--- src/rtl/mem_initiator.sv ---
// CPU-to-memory access initiator: one request per access, size/alignment
// checks, load extension. Define MEM_INITIATOR_TIMEOUT_EN to abort stalled accesses.
module mem_initiator #(
  parameter int unsigned TIMEOUT = 64
) (
  input  logic        CLK,
  input  logic        nRST,
  input  logic        cpu_req,
  input  logic        cpu_wr,
  input  logic [2:0]  cpu_bhw,
  input  logic        cpu_sgn,
  input  logic [31:0] cpu_adr,
  input  logic [31:0] cpu_wdata,
  output logic [31:0] cpu_rdata,
  output logic        cpu_done,
  output logic        cpu_err,
  output logic        cpu_busy,
  output logic        request,
  output logic [2:0]  bhw,
  output logic        WR_nRD,
  output logic [31:0] ADR,
  output logic [31:0] DATA,
  input  logic [31:0] DATAOUT,
  input  logic        send
);

  typedef enum logic [2:0] {
    S_IDLE = 3'd0,
    S_REQ  = 3'd1,
    S_WAIT = 3'd2,
    S_DONE = 3'd3,
    S_ERR  = 3'd4
  } state_t;

  state_t      state, state_nxt;
  logic        legal, expired, sgn, accept, capture;
  logic [31:0] rdata_q, rdata_ext;

  always_comb begin
    legal = 1'b0;
    case (cpu_bhw)
      3'b001:  legal = 1'b1;
      3'b010:  legal = ~cpu_adr[0];
      3'b100:  legal = (cpu_adr[1:0] == 2'b00);
      default: legal = 1'b0;
    endcase
  end

`ifdef MEM_INITIATOR_TIMEOUT_EN
  logic [7:0] cnt;
  assign expired = (cnt == 8'(TIMEOUT - 1));

  // Cleared while idle so every access starts its WAIT count from zero
  always_ff @(posedge CLK or negedge nRST) begin
    if (!nRST)                cnt <= 8'd0;
    else if (state == S_IDLE) cnt <= 8'd0;
    else if (state == S_WAIT) cnt <= cnt + 8'd1;
  end
`else
  logic unused_timeout;
  assign unused_timeout = ^8'(TIMEOUT);
  assign expired        = 1'b0;
`endif

  always_comb begin
    state_nxt = state;
    case (state)
      S_IDLE:  if (cpu_req) state_nxt = legal ? S_REQ : S_ERR;
      S_REQ:   state_nxt = send ? S_DONE : S_WAIT;
      S_WAIT:  begin
        if (send)         state_nxt = S_DONE;
        else if (expired) state_nxt = S_ERR;
      end
      S_DONE:  state_nxt = S_IDLE;
      S_ERR:   state_nxt = S_IDLE;
      default: state_nxt = S_IDLE;
    endcase
  end

  always_comb begin
    rdata_ext = DATAOUT;
    case (bhw)
      3'b001:  rdata_ext = {{24{sgn & DATAOUT[7]}},  DATAOUT[7:0]};
      3'b010:  rdata_ext = {{16{sgn & DATAOUT[15]}}, DATAOUT[15:0]};
      default: rdata_ext = DATAOUT;
    endcase
  end

  assign accept  = (state == S_IDLE) && cpu_req && legal;
  assign capture = ((state == S_REQ) || (state == S_WAIT)) && send;

  always_ff @(posedge CLK or negedge nRST) begin
    if (!nRST) begin
      state   <= S_IDLE;
      bhw     <= 3'b000;
      WR_nRD  <= 1'b0;
      ADR     <= 32'd0;
      DATA    <= 32'd0;
      sgn     <= 1'b0;
      rdata_q <= 32'd0;
    end else begin
      state <= state_nxt;
      if (accept) begin
        bhw    <= cpu_bhw;
        WR_nRD <= cpu_wr;
        ADR    <= cpu_adr;
        DATA   <= cpu_wdata;
        sgn    <= cpu_sgn;
      end
      if (capture) rdata_q <= WR_nRD ? 32'd0 : rdata_ext;
    end
  end

  assign request   = (state == S_REQ);
  assign cpu_busy  = (state != S_IDLE);
  assign cpu_done  = (state == S_DONE);
  assign cpu_err   = (state == S_ERR);
  assign cpu_rdata = (state == S_DONE) ? rdata_q : 32'd0;

endmodule

--- config.mk ---
export PLATFORM = sky130hd
export DESIGN_NAME = mem_initiator
export DESIGN_NICKNAME = d
export VERILOG_FILES = /design/src/rtl/mem_initiator.sv
export SDC_FILE = /design/constraint.sdc
export NUM_CORES = 1
export LEC_CHECK = 0
export CORE_MARGIN = 3
export CORE_UTILIZATION = 30
export CTS_BUF_LIST = sky130_fd_sc_hd__clkbuf_8
export DETAILED_ROUTE_END_ITERATION = 10
export GPL_ROUTABILITY_DRIVEN = 0
export PLACE_DENSITY_LB_ADDON = 0.25
export SYNTH_ARGS = -nofsm -noshare
export SYNTH_HDL_FRONTEND = slang
export SYNTH_SLANG_ARGS = --single-unit
--- constraint.sdc ---
create_clock -name CLK -period 2.3 [get_ports CLK]
set_input_delay 0.345 -clock CLK [delete_from_list [all_inputs] [get_ports CLK]]
set_output_delay 0.345 -clock CLK [all_outputs]
set_load 0.02 [all_outputs]
==> impl_metrics.tcl <==
set metrics [dict create \
    antennaDiodeCount 0 \
    yosys.area_share.simple_pct 11.69 \
    tritoncts "built" \
    muxShareOfSynthArea_pct 19.62 \
    grt_max_degree 47 \
    end_kind "output port" \
    viasPerCell 4.595 \
    htree_levels 3 \
    synth_area_leaders "dfrtp_1, mux2_2, and2_1" \
    worst_pin_slew_ps 404.3 \
    startpoint_type "flip-flop" \
    die_h_um 127.4 \
    wl_per_cell_um 15.82 \
    period_share_pct 93.48 \
    path_clk_slew_ps 100 \
    dieArea_um2 16230 \
    cap_violations 0 \
    grt_pass1_vias 3677 \
    rsz0062_at_grt "no" \
    met3_usage_pct 5.727 \
    core_area_um2 14150 \
    p_per_area_nw_per_um2 1249 \
    vias 3469 \
    synth_top_area_share_pct 58.87 \
    synthXorXnorAreaFrac_pct 0.3963 \
    ant_nets 0 \
    clkLatencyLatePin_ps 370 \
    syn_inst 355 \
    status "complete, no violations" \
    setup_viol 0 \
    finalCriticalPeriod_ps 2150 \
    initial_core_util_pct 31.24 \
    min_path_type "in2async" \
    drt_wl_total_um 11940 \
    synth_top_cell_by_area "dfrtp_1" \
    row_count 43 \
    grtUsageMet2_pct 23.54 \
    layout_common_cells "clkdlybuf4s50_1, dfrtp_1, mux2_2" \
    dp.cells 738 \
    cts-root-buf "clkbuf_8" \
    grtUsageMet1_pct 19.06 \
    crit_required_ps 1960 \
    max_slew_margin_pct 73.05 \
    slew_viol_final 0 \
    fin_cells 755 \
    cts_sinks 104 \
    final_common_cell "clkdlybuf4s50_1" \
    yosysUniqueCellTypes 35 \
    fmax_mhz 465.1 \
    fin_skew_ps 7.999 \
    ys_warn_count 0 \
    synth_top_family_by_area "multiplexers" \
    dr.pass1.iters 4 \
    drcViolationCount 0 \
    synthesis.nets 460 \
    hold_viol_final 0 \
    syn_avg_cell_area_um2 12.45 \
    cts_made_buffers 9 \
    drive_gt1_share_pct 16.70 \
    cts_max_path_buffers 2 \
    ys_seq_elements 104 \
    cp_max_fo 7 \
    vdd_drop_max_mv 0.5034 \
    top_usage_layer "met2" \
    grt_usage_pct 15.02 \
    power.leakage_nw 3.090 \
    hold_ws_ps 379.3 \
    critPathKind "reg2out" \
    grt_pass1_wl_um 19340 \
    yosysSeqAreaShare_pct 58.87 \
    hpwl_um 8723 \
    synth_compound_area_share_pct 6.425 \
    cts_setup_buffers 0 \
    antenna_found_initial 0 \
    die_width_um 127.4 \
    pin_count 209 \
    cp.arrival_ps 1810 \
    syn_area_um2 4420 \
    syn2layout_area_growth_pct 57.71 \
    drt_iter0_markers 105 \
    synthAdderAreaFrac_pct 0 \
    grt_overflow 0 \
    numPortBuffers 208 \
    final_nets 675 \
]
## critical path, stage by stage, from the launching register on
cell and delay [ps]:
dfrtp_1 460, or3_1 410, clkdlybuf4s50_1 570
## metrics by stage
stage	power [mW]	cell area, um2	util (%)	setup WS, ps	TNS [ps]
global placement	7.463	6773	47.86	21.38	0
global route	9.294	6972	49.27	27.87	0
CTS	8.845	6972	49.27	110.3	0
floorplan	5.407	4420	-	175.0	0
finish	8.707	6972	49.27	149.9	0
detailed placement	7.571	6773	47.86	-31.54	-716.6
## cells by family after synthesis
kind of cell,after synthesis
flops,104
simple gates,98
mux,78
compound gates,48
buf+inv,25
xor+xnor,2
## synth_stat cells (all sizes together)
cell type,count
or3b,1
a21boi,1
and2,34
nand3,1
xnor2,1
nor2,3
dfrtp,104
mux2,69
mux2i,9
o21ai,33
buf,10
and3,2
nor3,1
nand2b,1
nor2b,1
o21bai,1
nand3b,8
a211o,1
or3,1
o31ai,8
clkbuf,13
or2,1
nand2,41
inv,2
a221oi,1
xor2,1
a21oi,3
nor3b,3
## layer usage
metal | part of all wire (%) | routed length (um)
met1 | 42 | 5052
met2 | 46 | 5539
met3 | 9.8 | 1168
met4 | 1.5 | 183
met5 | 0 | 0
## where the power goes
group          switching (mW)  internal (mW)  total [mW]  leakage [nW]
clock network           0.622          0.671        1.29         0.119
logic                    2.12           2.14        4.26          1.68
registers               0.470           2.69        3.16          1.29
## cell type report
| type | count | area, um2 |
|---|---|---|
| clock buffer | 11 | 151.4 |
| clock inverter | 5 | 78.83 |
| fill | 1314 | 7178 |
| inverter | 2 | 7.507 |
| multi-input combinational | 226 | 1685 |
| sequential | 104 | 2603 |
| tap | 180 | 225.2 |
| timing repair buffer | 227 | 2221 |
## sequential cells by signal (all words and copies together) (netlist names)
name     flops
ADR         32
state        3
WR_nRD       1
sgn          1
bhw          3
DATA        32
rdata_q     32
## worst paths after layout
kind	startpoint	endpoint	slack, ps	depth (start not counted)
min	nRST	rdata_q[11]	380	2
max	state[1]	cpu_busy	150	2
min reg2reg	rdata_q[4]	rdata_q[4]	470	2
min in group CLK	rdata_q[4]	rdata_q[4]	470	2
max reg2reg	state[1]	DATA[18]	170	5
max in group asynchronous	nRST	DATA[18]	1240	3
## repair_timing
action	4_1_cts	5_1_grt
hold buffers	1	0
resized for setup	33	0
endpoints found under the setup margin	33	0
endpoints found under the hold margin	14	0
Note: power is estimated with default switching activity, not from simulation.
